[src/rtl/dot_frame_buffer.sv]
// Double-buffered 8x8 dot-matrix frame store.
// The producer writes rows into the back bank and requests a commit. The banks
// swap only on a scanner frame_end, so a frame is never shown half-old and
// half-new. Reads give a registered front-bank byte, rotated left by the
// scroll offset.
module dot_frame_buffer #(
  parameter int SCROLL_FRAMES = 16
) (
  input  logic       clk,
  input  logic       rst,
  input  logic       wr_en,
  input  logic [2:0] wr_row,
  input  logic [7:0] wr_data,
  input  logic       commit,
  input  logic       frame_end,
  input  logic       scroll_en,
  input  logic [2:0] rd_row,
  output logic [7:0] rd_data,
  output logic       commit_pending,
  output logic       swap_done
);

  localparam int FCNT_W = (SCROLL_FRAMES > 1) ? $clog2(SCROLL_FRAMES) : 1;
  localparam logic [FCNT_W-1:0] FCNT_LAST = FCNT_W'(SCROLL_FRAMES - 1);

  // Both banks live in one 16-entry array. The address is {bank, row}.
  logic [7:0]        mem_reg [16];
  logic              bank_reg;
  logic [2:0]        offset_reg;
  logic [2:0]        offset_next;
  logic [FCNT_W-1:0] fcnt_reg;
  logic [FCNT_W-1:0] fcnt_next;
  logic [7:0]        rd_data_reg;
  logic [7:0]        rd_data_next;
  logic              commit_pending_reg;
  logic              swap_done_reg;

  logic              swap;
  logic              scroll_tick;
  logic [7:0]        front_byte;

  // A commit arriving together with frame_end swaps straight away.
  assign swap        = frame_end & (commit_pending_reg | commit);
  assign scroll_tick = frame_end & scroll_en & ~swap;
  assign front_byte  = mem_reg[{bank_reg, rd_row}];

  // Rotate left by offset: output bit i takes input bit (i - offset) mod 8.
  generate
    for (genvar gi = 0; gi < 8; gi++) begin : g_rot
      localparam logic [2:0] BIT_IDX = gi;
      assign rd_data_next[gi] = front_byte[BIT_IDX - offset_reg];
    end
  endgenerate

  // Back-bank write. It uses the pre-edge bank, so a write on the swap edge
  // becomes part of the newly displayed frame.
  always_ff @(posedge clk or negedge rst) begin
    if (!rst) begin
      for (int i = 0; i < 16; i++) begin
        mem_reg[i] <= '0;
      end
    end else if (wr_en) begin
      mem_reg[{~bank_reg, wr_row}] <= wr_data;
    end
  end

  // Scroll counter. A swap clears the counter and the offset, and takes
  // priority over a scroll step due on the same edge.
  always_comb begin
    fcnt_next   = fcnt_reg;
    offset_next = offset_reg;
    if (swap) begin
      fcnt_next   = '0;
      offset_next = '0;
    end else if (scroll_tick) begin
      if (fcnt_reg == FCNT_LAST) begin
        fcnt_next   = '0;
        offset_next = offset_reg + 3'd1;
      end else begin
        fcnt_next = fcnt_reg + FCNT_W'(1);
      end
    end
  end

  // Bank select, commit handshake, scroll state and registered read data.
  always_ff @(posedge clk or negedge rst) begin
    if (!rst) begin
      bank_reg           <= 1'b0;
      offset_reg         <= '0;
      fcnt_reg           <= '0;
      rd_data_reg        <= '0;
      commit_pending_reg <= 1'b0;
      swap_done_reg      <= 1'b0;
    end else begin
      rd_data_reg   <= rd_data_next;
      offset_reg    <= offset_next;
      fcnt_reg      <= fcnt_next;
      swap_done_reg <= swap;
      if (swap) begin
        bank_reg           <= ~bank_reg;
        commit_pending_reg <= 1'b0;
      end else if (commit) begin
        commit_pending_reg <= 1'b1;
      end
    end
  end

  assign rd_data        = rd_data_reg;
  assign commit_pending = commit_pending_reg;
  assign swap_done      = swap_done_reg;

endmodule

[config.mk]
export PLATFORM = sky130hd
export DESIGN_NAME = dot_frame_buffer
export DESIGN_NICKNAME = d
export VERILOG_FILES = /design/src/rtl/dot_frame_buffer.sv
export SDC_FILE = /design/constraint.sdc
export NUM_CORES = 1
export LEC_CHECK = 0
export ABC_CLOCK_PERIOD_IN_PS = 2600
export BUFFER_PORTS_ARGS = -buffer_cell sky130_fd_sc_hd__clkbuf_2
export CAP_MARGIN = 0
export CORE_MARGIN = 3
export CORE_UTILIZATION = 45
export CTS_CLUSTER_SIZE = 28
export DETAILED_ROUTE_END_ITERATION = 6
export HOLD_SLACK_MARGIN = 0.03
export PLACE_DENSITY = 0.68
export REMOVE_ABC_BUFFERS = 1
export SYNTH_ARGS = -nofsm -noshare
export SYNTH_HDL_FRONTEND = slang
export SYNTH_SLANG_ARGS = --single-unit
[constraint.sdc]
create_clock -name clk -period 2.6 [get_ports clk]
set_input_delay 0 -clock clk [delete_from_list [all_inputs] [get_ports clk]]
set_output_delay 0 -clock clk [all_outputs]
set_load 0.02 [all_outputs]
==> impl_metrics.py <==
metrics = {
    "run_status": {
        "outcome": "complete, no violations",
    },
    "sta": {
        "tightest_slew_ns": 0.662,
        "timing.final.crit_share_pct": 90.8,
        "setup_ws_ns": 0.240,
        "fmax_ghz": 0.424,
        "hold_slack_ns": 0.0699,
        "grt_setup_unrepaired": "no",
        "finalCriticalPeriod_ns": 2.36,
        "tns_ns": 0,
        "hold_viol": 0,
        "setup-violations-final": 0,
        "drv_slew": 0,
        "slew_headroom_pct": 55.9,
        "skew_ns": 0.0151,
    },
    "yosys": {
        "synth_flop_cell": "dfrtp_1",
        "syn_area_sq_um": 7170,
        "yosysSeqAreaShare_pct": 51.0,
        "yosys.area.top_type": "dfrtp_1",
        "synth-seq-cells": 146,
        "synthTopCellsByCount": "146 x dfrtp_1, 133 x mux2_2, 31 x nand2_1",
        "yosysMostFrequentCell": "dfrtp_1",
        "muxShareOfSynthArea_pct": 32.9,
        "synth_fa_ha_area_share_pct": 0.523,
        "ys_warn_count": 0,
        "synth_area_leaders": "dfrtp_1 51%, mux2_2 21%, mux4_2 4.7%",
        "netlist_instances": 529,
        "synth_top_family_by_area": "multiplexers",
        "ys_types": 44,
        "synth-compound-area-share_pct": 5.65,
        "syn_avg_cell_area_sq_um": 13.6,
        "synth.top_cell.area_share_pct": 51.0,
        "synth-edff-count": 0,
        "synthArstFlopShare_pct": 100,
        "synthXorXnorAreaFrac_pct": 0.733,
        "synth_simple_gate_area_share_pct": 6.70,
    },
    "worst_setup_path": {
        "start_kind": "flip-flop",
        "path_common_cell": "mux4_1",
        "crit_required_ns": 2.88,
        "cpPeakStageDelay_ns": 0.56,
        "timing.rr.end": "rd_data[2]",
        "path_max_fanout": 5,
        "cp-end-kind": "flip-flop",
        "r2r-start": "mem_reg[100]",
        "crit_type": "reg -> reg",
        "worst_ep_arrival_time_ns": 2.64,
        "slowest_stage": "mux4_1",
        "regToRegSetupSlack_ns": 0.24,
        "rr_worst_depth": 5,
        "cp_cell_sequence": "mux4_1 > mux2_2 > a22oi_1 > o221ai_1 > mux4_1",
    },
    "clock_network": {
        "post_cts_resized": 0,
        "cts_max_level": 4,
        "cts-root-buf": "clkbuf_16",
        "clock_path_buffers": 2,
        "post-cts-setup-buffers": 0,
        "clkTransAtPathRegs_ns": 0.06,
        "cts_tree": "built",
        "cts_sinks": 146,
        "cts_buffers": 17,
        "clk_latency_ns": 0.43,
        "hold_buffers": 6,
    },
    "layout": {
        "drive_gt1_share_pct": 40.3,
        "antennaDiodeCount": 0,
        "nNetsFinal": 598,
        "largest_reg_flops": 128,
        "instances_no_fill": 799,
        "syn2layout_area_growth_pct": 15.7,
    },
    "power_and_ir_drop": {
        "p_leak_uw": 0.00360,
        "clockPowerShare_pct": 27.5,
        "p_int_uw": 6350,
        "total_power_uw": 8890,
        "switching_share_pct": 28.5,
        "netSwitchingPower_uw": 2530,
        "peakVddDrop_uv": 470,
        "combPwrFrac_pct": 28.9,
        "seq_power_share_pct": 43.6,
        "power_density_nw_per_um2": 1070,
    },
    "grt": {
        "grt_pass1_vias": 4838,
        "grt_antenna_before_repair": 0,
        "grt_pass1_wl_um": 26200,
        "gr-total-overflow": 0,
        "grt_usage_pct": 19.2,
        "grt_max_degree": 61,
    },
    "flow_run": {
        "cap_violations": 0,
    },
    "placement": {
        "globalplace.congestion": 0.964,
        "pre_cts_ws_ns": 0.0708,
        "dp_hpwl_um": 10800,
        "port_buffers": 29,
        "dp_cells": 761,
    },
    "drt": {
        "vias": 4698,
        "drcViolationCount": 0,
        "drtAntennaViolNets": 0,
        "wl_per_cell_um": 20.0,
        "first_pass_iters": 5,
        "routed_wl_um": 16000,
        "drt_iter0_drc": 402,
        "vias_per_cell": 5.88,
    },
    "worst_hold_path": {
        "hp-class": "in -> reg",
        "min-delay-start": "wr_data[4]",
        "hold_end": "mem_reg[60]",
        "whs_path_depth": 2,
    },
    "die": {
        "initial_core_util_pct": 46.7,
        "dieArea_sq_um": 17500,
        "fp.coreArea_sq_um": 15400,
        "floorplan.die.width_um": 132,
        "io_pins": 30,
        "rows": 45,
        "die_y_um": 132,
    },
}
-- layout make-up --
type,instances,area (sq um)
Clock buffer,24,502
Clock inverter,8,100
Fill cell,1266,7080
Inverter,3,11.3
Multi-Input combinational cell,348,3340
Sequential cell,146,3650
Tap cell,211,264
Timing Repair Buffer,59,429
-- per-stage QoR --
| stage | utilization [%] | cell area [sq um] |
|---|---|---|
| 2_1_floorplan | - | 7000 |
| 3_3_place_gp | 49.7 | 7630 |
| 3_5_place_dp | 49.7 | 7630 |
| 4_1_cts | 54.0 | 8300 |
| 5_1_grt | 54.0 | 8300 |
| 6_report | 54.0 | 8300 |
-- power groups by stage --
stage	clock network, uW	logic (uW)	registers [uW]
2_1_floorplan	0	1830	3800
3_3_place_gp	0	2450	3850
3_5_place_dp	0	2560	3900
4_1_cts	2500	2580	3870
5_1_grt	2600	2780	4000
6_report	2440	2570	3870
-- worst max-delay path by stage --
stage / from / endpoint / slack, ns
after floorplan: mem_reg[101] / rd_data[2] / 0.50
final: mem_reg[100] / rd_data[2] / 0.24
after global placement: rd_row[1] / rd_data[2] / 0.15
after global routing: mem_reg[100] / rd_data[2] / 0.12
after detailed placement: rd_row[1] / rd_data[2] / 0.07
after CTS: mem_reg[100] / rd_data[2] / 0.27
-- cells in the final DEF, fill, tap and decap left out, types with 6 or more instances in the layout --
master           n
dfrtp_1        146
a22oi_1         12
clkbuf_2        28
o22ai_1          6
o21ai_0         11
nand2_1         31
o221ai_1         6
buf_4           21
mux4_2          15
clkbuf_16       17
mux2_2         133
nand3_1         10
nand2b_1         9
dlygate4sd3_1    6
mux4_1          11
nor3_1          10
nor2_1          23
mux2i_1         22
-- logic make-up after synthesis --
kind of cell | Yosys count
XOR/XNOR | 6
AO/OA/AOI/OAI | 55
adder cells (fa/ha/maj) | 3
AND/OR/NAND/NOR | 102
multiplexers | 182
flip-flops | 146
buffers and inverters | 35
-- critical path: cells and delay by family, from the launching register on --
kind            cells  cell delay, ns
mux                 3            1.42
compound gates      2            0.41
flops               1            0.38
-- layer usage --
metal  wire length [um]  share of wire (%)  up-vias  GRT usage [%]
met4                374                2.3        0           8.43
met5                  0                  0        -              0
li1                   -                  -     2085              -
met3                618                3.9       32           3.89
met1               7180                 45     2446           25.7
met2               7840                 49      135           30.6
(Power assumes the default switching activity.)
